`src/rtl/rf_link_pkg.sv`:
```
//==============================================================================
// Module      : rf_link_pkg
// Description : Shared constants for the RF link controller: state_module bit
//               indices, operating-mode codes, FSM encoding and a helper that
//               maps an FSM state onto the one-hot state_module vector.
// Revision    : 1.0 - initial release
//==============================================================================
`default_nettype none

package rf_link_pkg;

  // Bit positions inside the one-hot state_module output
  localparam int STM_IDLE    = 3;
  localparam int STM_WTRANS  = 2;
  localparam int STM_WRECV   = 1;
  localparam int STM_PROGRAM = 0;

  // Operating modes selected by {M1,M0}
  localparam logic [1:0] MODE_NORMAL    = 2'd0;
  localparam logic [1:0] MODE_WAKEUP    = 2'd1;
  localparam logic [1:0] MODE_POWERSAVE = 2'd2;
  localparam logic [1:0] MODE_PROGRAM   = 2'd3;

  // Controller FSM; SWITCH has no bit in state_module (reads as all zeros)
  typedef enum logic [2:0] {
    ST_SWITCH  = 3'd0,
    ST_IDLE    = 3'd1,
    ST_WTRANS  = 3'd2,
    ST_WRECV   = 3'd3,
    ST_PROGRAM = 3'd4
  } rf_state_e;

  function automatic logic [3:0] state_onehot(input rf_state_e s);
    logic [3:0] oh;
    oh = 4'b0000;
    case (s)
      ST_IDLE:    oh[STM_IDLE]    = 1'b1;
      ST_WTRANS:  oh[STM_WTRANS]  = 1'b1;
      ST_WRECV:   oh[STM_WRECV]   = 1'b1;
      ST_PROGRAM: oh[STM_PROGRAM] = 1'b1;
      default:    oh = 4'b0000;
    endcase
    return oh;
  endfunction

endpackage

`default_nettype wire

```
`src/rtl/rf_link_fifo.sv`:
```
//==============================================================================
// Module      : rf_link_fifo
// Description : Synchronous first-word-fall-through FIFO. The head entry is
//               visible on rd_data_o with no read latency. Pointers carry one
//               extra wrap bit so full and empty are distinguished without a
//               separate counter. DEPTH must be a power of two, at least 2.
// Revision    : 1.0 - initial release
//==============================================================================
`default_nettype none

module rf_link_fifo #(
  parameter int DATA_WIDTH = 8,
  parameter int DEPTH      = 512
) (
  input  logic                        clk,
  input  logic                        rst,
  input  logic                        clr_i,
  input  logic                        wr_en_i,
  input  logic [DATA_WIDTH-1:0]       wr_data_i,
  input  logic                        rd_en_i,
  output logic [DATA_WIDTH-1:0]       rd_data_o,
  output logic                        full_o,
  output logic                        empty_o,
  output logic [$clog2(DEPTH):0]      level_o
);

  localparam int AW = $clog2(DEPTH);

  logic [DATA_WIDTH-1:0] mem_q [DEPTH];
  logic [AW:0]           wr_ptr_q;
  logic [AW:0]           rd_ptr_q;
  logic                  w_wr;
  logic                  w_rd;

  // A write into a full FIFO and a read from an empty one are ignored
  assign w_wr = wr_en_i && !full_o;
  assign w_rd = rd_en_i && !empty_o;

  assign empty_o   = (wr_ptr_q == rd_ptr_q);
  assign full_o    = (wr_ptr_q[AW] != rd_ptr_q[AW]) &&
                     (wr_ptr_q[AW-1:0] == rd_ptr_q[AW-1:0]);
  assign level_o   = wr_ptr_q - rd_ptr_q;
  assign rd_data_o = mem_q[rd_ptr_q[AW-1:0]];

  // Pointer update; clear has priority over any concurrent push or pop
  always_ff @(posedge clk) begin
    if (rst || clr_i) begin
      wr_ptr_q <= '0;
      rd_ptr_q <= '0;
    end else begin
      if (w_wr) wr_ptr_q <= wr_ptr_q + (AW+1)'(1);
      if (w_rd) rd_ptr_q <= rd_ptr_q + (AW+1)'(1);
    end
  end

  // Storage array; contents need no reset because the pointers gate visibility
  always_ff @(posedge clk) begin
    if (w_wr) mem_q[wr_ptr_q[AW-1:0]] <= wr_data_i;
  end

endmodule

`default_nettype wire

```
`src/rtl/rf_link_controller.sv`:
```
//==============================================================================
// Module      : rf_link_controller
// Description : Link controller between the MCU UART and the RF node UART.
//               Buffers MCU bytes and bursts them to the node (threshold or
//               gap flush), forwards node bytes to the MCU, taps MCU bytes as
//               commands in program mode, and drives AUX around mode changes.
// Options     : RF_LINK_STATS_EN adds 16-bit saturating byte/drop counters.
// Revision    : 1.0 - initial release
//==============================================================================
`default_nettype none

module rf_link_controller
  import rf_link_pkg::*;
#(
  parameter int         DATA_WIDTH         = 8,
  parameter int         BUF_DEPTH          = 512,
  parameter int         START_THRESHOLD    = 58,
  parameter int         GAP_CYCLES         = 651,
  parameter int         MODE_SWITCH_CYCLES = 15000,
  parameter logic [1:0] DEFAULT_MODE       = 2'd0
) (
  input  logic                          internal_clk,
  input  logic                          rst,
  input  logic                          M0,
  input  logic                          M1,
  input  logic [DATA_WIDTH-1:0]         mcu_rx_data,
  input  logic                          mcu_rx_valid,
  output logic [DATA_WIDTH-1:0]         node_tx_data,
  output logic                          node_tx_valid,
  input  logic                          node_tx_ready,
  input  logic [DATA_WIDTH-1:0]         node_rx_data,
  input  logic                          node_rx_valid,
  output logic [DATA_WIDTH-1:0]         mcu_tx_data,
  output logic                          mcu_tx_valid,
  input  logic                          mcu_tx_idle,
  output logic [DATA_WIDTH-1:0]         prog_data,
  output logic                          prog_valid,
  output logic                          AUX,
  output logic [1:0]                    mode_sync,
  output logic [3:0]                    state_module,
  output logic [$clog2(BUF_DEPTH):0]    buf_level
`ifdef RF_LINK_STATS_EN
  ,
  output logic [15:0]                   stat_tx_bytes,
  output logic [15:0]                   stat_rx_bytes,
  output logic [15:0]                   stat_drops
`endif
);

  localparam int LVL_W = $clog2(BUF_DEPTH) + 1;
  localparam int GAP_W = $clog2(GAP_CYCLES + 1);
  localparam int SW_W  = $clog2(MODE_SWITCH_CYCLES + 1);

  rf_state_e             state_q, state_d;
  logic [1:0]            m_meta_q, m_sync_q;
  logic [1:0]            mode_q, mode_d;
  logic [SW_W-1:0]       sw_timer_q, sw_timer_d;
  logic [GAP_W-1:0]      gap_tx_q, gap_tx_d;
  logic [GAP_W-1:0]      gap_rx_q, gap_rx_d;
  logic                  aux_q, aux_d;
  logic                  mcu_tx_valid_q;
  logic [DATA_WIDTH-1:0] mcu_tx_data_q;
  logic                  prog_valid_q;
  logic [DATA_WIDTH-1:0] prog_data_q;

  logic                  w_full, w_empty;
  logic [LVL_W-1:0]      w_level, w_level_eff;
  logic                  w_wr_req, w_wr_acc, w_pop, w_clr;
  logic                  w_rx_fwd, w_mode_chg, w_hs_pending;
  logic                  w_gap_tx_done, w_gap_rx_done;

  // MCU bytes are only buffered in the transparent modes (0/1)
  assign w_wr_req  = mcu_rx_valid && (state_q != ST_PROGRAM) &&
                     ((mode_q == MODE_NORMAL) || (mode_q == MODE_WAKEUP));
  assign w_wr_acc  = w_wr_req && !w_full;
  assign w_pop     = node_tx_valid && node_tx_ready;
  assign w_rx_fwd  = node_rx_valid && (mode_q != MODE_PROGRAM) &&
                     ((state_q == ST_IDLE) || (state_q == ST_WRECV));

  // Level including the write landing this cycle, so the burst starts right
  // after the threshold-reaching byte rather than one cycle later
  assign w_level_eff   = w_level + LVL_W'(w_wr_acc);
  assign w_gap_tx_done = (gap_tx_q == GAP_W'(GAP_CYCLES));
  assign w_gap_rx_done = (gap_rx_q == GAP_W'(GAP_CYCLES));
  assign w_mode_chg    = (m_sync_q != mode_q);
  assign w_hs_pending  = node_tx_valid && !node_tx_ready;

  assign node_tx_valid = (state_q == ST_WTRANS) && !w_empty;
  assign mcu_tx_valid  = mcu_tx_valid_q;
  assign mcu_tx_data   = mcu_tx_data_q;
  assign prog_valid    = prog_valid_q;
  assign prog_data     = prog_data_q;
  assign AUX           = aux_q;
  assign mode_sync     = m_sync_q;
  assign state_module  = state_onehot(state_q);
  assign buf_level     = w_level;

  rf_link_fifo #(
    .DATA_WIDTH (DATA_WIDTH),
    .DEPTH      (BUF_DEPTH)
  ) u_fifo (
    .clk       (internal_clk),
    .rst       (rst),
    .clr_i     (w_clr),
    .wr_en_i   (w_wr_req),
    .wr_data_i (mcu_rx_data),
    .rd_en_i   (w_pop),
    .rd_data_o (node_tx_data),
    .full_o    (w_full),
    .empty_o   (w_empty),
    .level_o   (w_level)
  );

  // Two-flop synchroniser for the asynchronous mode pins
  always_ff @(posedge internal_clk) begin
    if (rst) begin
      m_meta_q <= DEFAULT_MODE;
      m_sync_q <= DEFAULT_MODE;
    end else begin
      m_meta_q <= {M1, M0};
      m_sync_q <= m_meta_q;
    end
  end

  // Next-state, mode tracking, timers and AUX
  always_comb begin
    state_d    = state_q;
    mode_d     = mode_q;
    sw_timer_d = sw_timer_q;
    w_clr      = 1'b0;

    gap_tx_d = mcu_rx_valid ? '0 : (w_gap_tx_done ? gap_tx_q : gap_tx_q + GAP_W'(1));
    gap_rx_d = node_rx_valid ? '0 : (w_gap_rx_done ? gap_rx_q : gap_rx_q + GAP_W'(1));

    if (state_q == ST_SWITCH) begin
      if (w_mode_chg) begin
        // Pins moved again while switching: restart the hold for the new mode
        mode_d     = m_sync_q;
        sw_timer_d = SW_W'(MODE_SWITCH_CYCLES);
      end else if (sw_timer_q != '0) begin
        sw_timer_d = sw_timer_q - SW_W'(1);
      end else if (mcu_tx_idle) begin
        if (mode_q == MODE_PROGRAM) begin
          state_d = ST_PROGRAM;
          w_clr   = 1'b1;
        end else begin
          state_d = ST_IDLE;
        end
      end
    end else if (w_mode_chg && !w_hs_pending) begin
      // A stalled node handshake must finish before the mode may change
      state_d    = ST_SWITCH;
      mode_d     = m_sync_q;
      sw_timer_d = SW_W'(MODE_SWITCH_CYCLES);
    end else begin
      case (state_q)
        ST_IDLE: begin
          if (node_rx_valid) begin
            state_d = ST_WRECV;
          end else if ((w_level_eff >= LVL_W'(START_THRESHOLD)) ||
                       ((w_level != '0) && w_gap_tx_done)) begin
            state_d = ST_WTRANS;
          end
        end
        ST_WTRANS: begin
          if (w_empty) state_d = ST_IDLE;
        end
        ST_WRECV: begin
          if (w_gap_rx_done && mcu_tx_idle) state_d = ST_IDLE;
        end
        ST_PROGRAM: state_d = ST_PROGRAM;
        default:    state_d = ST_SWITCH;
      endcase
    end

    if (state_q == ST_PROGRAM) aux_d = mcu_tx_idle;
    else                       aux_d = (state_q == ST_IDLE) && w_empty && mcu_tx_idle;
  end

  // Controller state registers
  always_ff @(posedge internal_clk) begin
    if (rst) begin
      state_q    <= ST_SWITCH;
      mode_q     <= DEFAULT_MODE;
      sw_timer_q <= SW_W'(MODE_SWITCH_CYCLES);
      gap_tx_q   <= '0;
      gap_rx_q   <= '0;
      aux_q      <= 1'b0;
    end else begin
      state_q    <= state_d;
      mode_q     <= mode_d;
      sw_timer_q <= sw_timer_d;
      gap_tx_q   <= gap_tx_d;
      gap_rx_q   <= gap_rx_d;
      aux_q      <= aux_d;
    end
  end

  // One-cycle forwarding of node bytes to the MCU and MCU bytes to the command tap
  always_ff @(posedge internal_clk) begin
    if (rst) begin
      mcu_tx_valid_q <= 1'b0;
      mcu_tx_data_q  <= '0;
      prog_valid_q   <= 1'b0;
      prog_data_q    <= '0;
    end else begin
      mcu_tx_valid_q <= w_rx_fwd;
      if (w_rx_fwd) mcu_tx_data_q <= node_rx_data;
      prog_valid_q   <= mcu_rx_valid && (state_q == ST_PROGRAM);
      if (mcu_rx_valid && (state_q == ST_PROGRAM)) prog_data_q <= mcu_rx_data;
    end
  end

`ifdef RF_LINK_STATS_EN
  logic [15:0] stat_tx_q, stat_rx_q, stat_drop_q;
  logic        w_drop;

  assign w_drop        = w_wr_req && w_full;
  assign stat_tx_bytes = stat_tx_q;
  assign stat_rx_bytes = stat_rx_q;
  assign stat_drops    = stat_drop_q;

  // Saturating traffic and drop counters
  always_ff @(posedge internal_clk) begin
    if (rst) begin
      stat_tx_q   <= '0;
      stat_rx_q   <= '0;
      stat_drop_q <= '0;
    end else begin
      if (w_pop    && (stat_tx_q   != 16'hFFFF)) stat_tx_q   <= stat_tx_q   + 16'd1;
      if (w_rx_fwd && (stat_rx_q   != 16'hFFFF)) stat_rx_q   <= stat_rx_q   + 16'd1;
      if (w_drop   && (stat_drop_q != 16'hFFFF)) stat_drop_q <= stat_drop_q + 16'd1;
    end
  end
`endif

endmodule

`default_nettype wire

```
`config.mk`:
```
export PLATFORM = sky130hd
export DESIGN_NAME = rf_link_controller
export DESIGN_NICKNAME = d
export VERILOG_FILES = /design/src/rtl/rf_link_pkg.sv /design/src/rtl/rf_link_fifo.sv /design/src/rtl/rf_link_controller.sv
export SDC_FILE = /design/constraint.sdc
export NUM_CORES = 2
export LEC_CHECK = 0
export CAP_MARGIN = 0
export CORE_MARGIN = 1.5
export CORE_UTILIZATION = 40
export CTS_BUF_LIST = sky130_fd_sc_hd__clkbuf_8
export DETAILED_ROUTE_END_ITERATION = 10
export GPL_TIMING_DRIVEN = 0
export SKIP_CTS_REPAIR_TIMING = 1
export SYNTH_ARGS = -nofsm -noshare
export SYNTH_HDL_FRONTEND = slang
export SYNTH_SLANG_ARGS = --single-unit
```
`constraint.sdc`:
```
create_clock -name internal_clk -period 2.9 [get_ports internal_clk]
set_clock_uncertainty 0.1 [all_clocks]
set_input_delay 0.29 -clock internal_clk [delete_from_list [all_inputs] [get_ports internal_clk]]
set_output_delay 0.29 -clock internal_clk [all_outputs]
set_load 0.01 [all_outputs]
```
==> impl_metrics.json <==
{
  "outcome": "finished with violations",
  "violations": "hold timing, capacitance limit, slew limit, setup timing",
  "critPathCapture": "node_tx_data[5]",
  "r2r_start": "u_fifo.rd_ptr_q[4]",
  "ys_seq_elements": 4187,
  "grt.total_usage_pct": 26.0,
  "vias": 88300,
  "drive_above_1_share_pct": 29.8,
  "grt_overflow": 0,
  "cts-root-buf": "clkbuf_8",
  "whs_path_depth": 5,
  "end_kind": "primary output",
  "die_w_um": 642,
  "regToRegEndpoint": "u_fifo.mem_q[454][7]",
  "syn_nets": 7759,
  "grt_pass1_vias": 86600,
  "synth_top_flop_cell": "edfxtp_1",
  "fin_ws_ns": -2.60,
  "max_freq_ghz": 0.182,
  "cp-start-kind": "flop",
  "dieArea_um2": 412000,
  "hold_viol": 6,
  "p_total_mw": 116,
  "clock_sinks": 4187,
  "ff2ff_path_depth": 10,
  "final_util_pct": 46.7,
  "finalCriticalPeriod_ns": 5.50,
  "dp_cells": 13300,
  "clk_pin_slew_ns": 0.06,
  "maxSlewHeadroom_pct": -12.2,
  "dp_hpwl_um": 379000,
  "synth_enable_flop_cells": 4096,
  "start_util_pct": 40.2,
  "worstMarginPinSlew_ns": 1.68,
  "final_cell_mix": "edfxtp_1, mux4_2, clkbuf_8, nor2_1, inv_1",
  "setup_viol": 4130,
  "drv_cap": 3,
  "layout_commonest_cell": "edfxtp_1",
  "worstPathMaxFanout": 10,
  "cts_tree": "built",
  "antenna_found_initial": 37,
  "synth_area_per_cell_um2": 21.2,
  "reg2reg_setup_slack_ns": -1.96,
  "ant_nets": 0,
  "ir_worst_vdd_mv": 0.476,
  "rows": 234,
  "clk_latency_ns": 1.24,
  "fin_hold_ws_ns": -0.0223,
  "ios": 68,
  "cp.arrival_ns": 5.11,
  "async_flop_share_pct": 0,
  "synth_area_um2": 163000,
  "fin_crit_sh_pct": 190,
  "cts_buffers": 669,
  "fin_cells": 14600,
  "hp-class": "in -> reg",
  "rsz0062_at_grt": "yes",
  "yosys_warnings": 0,
  "io_buffer_count": 67,
  "critPathKind": "reg -> out",
  "nets": 8681,
  "die_h_um": 642,
  "drc": 0,
  "cp.required_ns": 2.51,
  "via_per_inst": 6.04,
  "grt_start_max_net_pins": 153,
  "yosysUniqueCellTypes": 75,
  "wire_per_inst_um": 37.7,
  "yosysSeqAreaShare_pct": 76.5,
  "power_density_nw_per_um2": 611,
  "drv_slew": 22,
  "area_growth_pct": 16.2,
  "firstDrtPassIters": 8,
  "syn_inst": 7715,
  "drt_iter0_drc": 14800,
  "cts_buffer_depth": 4,
  "grt_pass1_wl_um": 729000,
  "globalplace.congestion": 0.983,
  "htreeDepth": 6,
  "wl_um": 551000,
  "leakagePower_nw": 57.2,
  "core_area_um2": 406000
}
[synthesized netlist by cell type (all sizes together) (38+ instances only)]
library cell | n | area share [%]
edfxtp | 4096 | 75
mux4 | 1027 | 14
nor2 | 679 | 1.6
mux2i | 261 | 1.6
buf | 260 | 1.3
clkbuf | 210 | 0.49
o21ai | 179 | 0.56
nand2 | 178 | 0.41
dfxtp | 91 | 1.1
a21oi | 76 | 0.23
a221oi | 71 | 0.43
o22ai | 51 | 0.20
mux2 | 50 | 0.34
o221ai | 45 | 0.24
nand3 | 38 | 0.12
[critical path, cell delays in order, from the launching register on]
cell and delay [ns]:
dfxtp_1 0.45, buf_2 0.28, buf_8 0.29, nand2_2 0.23
clkbuf_2 0.44, o21ai_0 0.57, a221oi_2 0.22, a311oi_4 0.70
nand3_1 0.20, nor4b_4 0.23, dlymetal6s2s_1 0.22
[metal layers]
layer  track usage [%]  part of all wire, %  vias up
met2              39.5                   45     6175
met3              7.95                   13     1242
met1              33.0                   35    46700
met5                 0                0.030        -
li1                  -                    -    34100
met4              15.2                  6.5       18
[flip-flops by register name, summed over array words and instances, names as in the netlist, 2 cells and up, named ones only]
name and count:
gap_rx_q 10, gap_tx_q 10, m_meta_q 2, mcu_tx_data 8
mode_q 2, mode_sync 2, prog_data 8, state_q 3
sw_timer_q 14, u_fifo.mem_q 4096, u_fifo.rd_ptr_q 10, u_fifo.wr_ptr_q 10
[metrics by stage]
stage                     worst slack [ns]  instance area (µm²)  hold slack (ns)  setup TNS, ns
after floorplan                    0.00820               163000            0.289              0
after global placement              -14.94               171000            0.325              -
after detailed placement             -4.41               172000            0.336       -7552.24
after CTS                            -5.78               184000           -0.786       -7184.16
after global routing                 -2.65               190000           0.0154       -4704.89
final                                -2.60               190000          -0.0223       -4516.71
[how the worst min path moves through the flow]
stage | startpoint | endpoint | slack, ns
2_1_floorplan | mcu_rx_data[0] | u_fifo.mem_q[0][0] | 0.29
3_3_place_gp | m_meta_q[0] | mode_sync[0] | 0.32
3_5_place_dp | m_meta_q[0] | mode_sync[0] | 0.34
4_1_cts | mcu_rx_data[5] | u_fifo.mem_q[460][5] | -0.79
5_1_grt | mcu_rx_valid | prog_data[5] | 0.02
6_report | mcu_rx_valid | prog_data[5] | -0.02
[report_power, final]
group / internal, mW / switching, mW / leakage, nW
Clock: 23.2 / 24.3 / 6.98
Sequential: 66.4 / 0.0264 / 37.5
Combinational: 0.371 / 1.53 / 12.7
[area by class of cell]
cell class                      count  area (µm²)
Fill cell                       33800      217000
Clock inverter                    518        2840
Antenna cell                       26        65.1
Tap cell                         5428        6790
Buffer                            468        4600
Timing Repair Buffer              254        3490
Clock buffer                      679        9350
Sequential cell                  4187      125000
Multi-Input combinational cell   3035       37700
Inverter                           22        82.6
[logic make-up (layout without fill, tap and decap cells)]
kind of cell	Yosys count	count (layout)	synth area share [%]
AOI/OAI and AO/OA	579	579	2.47
xor gates and xnor gates	50	50	0.268
adders and majority gates	20	20	0.158
buffers and inverters	493	1941	1.81
DFF	4187	4187	76.5
muxes	1338	1338	16.1
other	0	26	0
and+or+nand+nor	1048	1048	2.72
No activity file was read; power rests on OpenSTA's default activity.
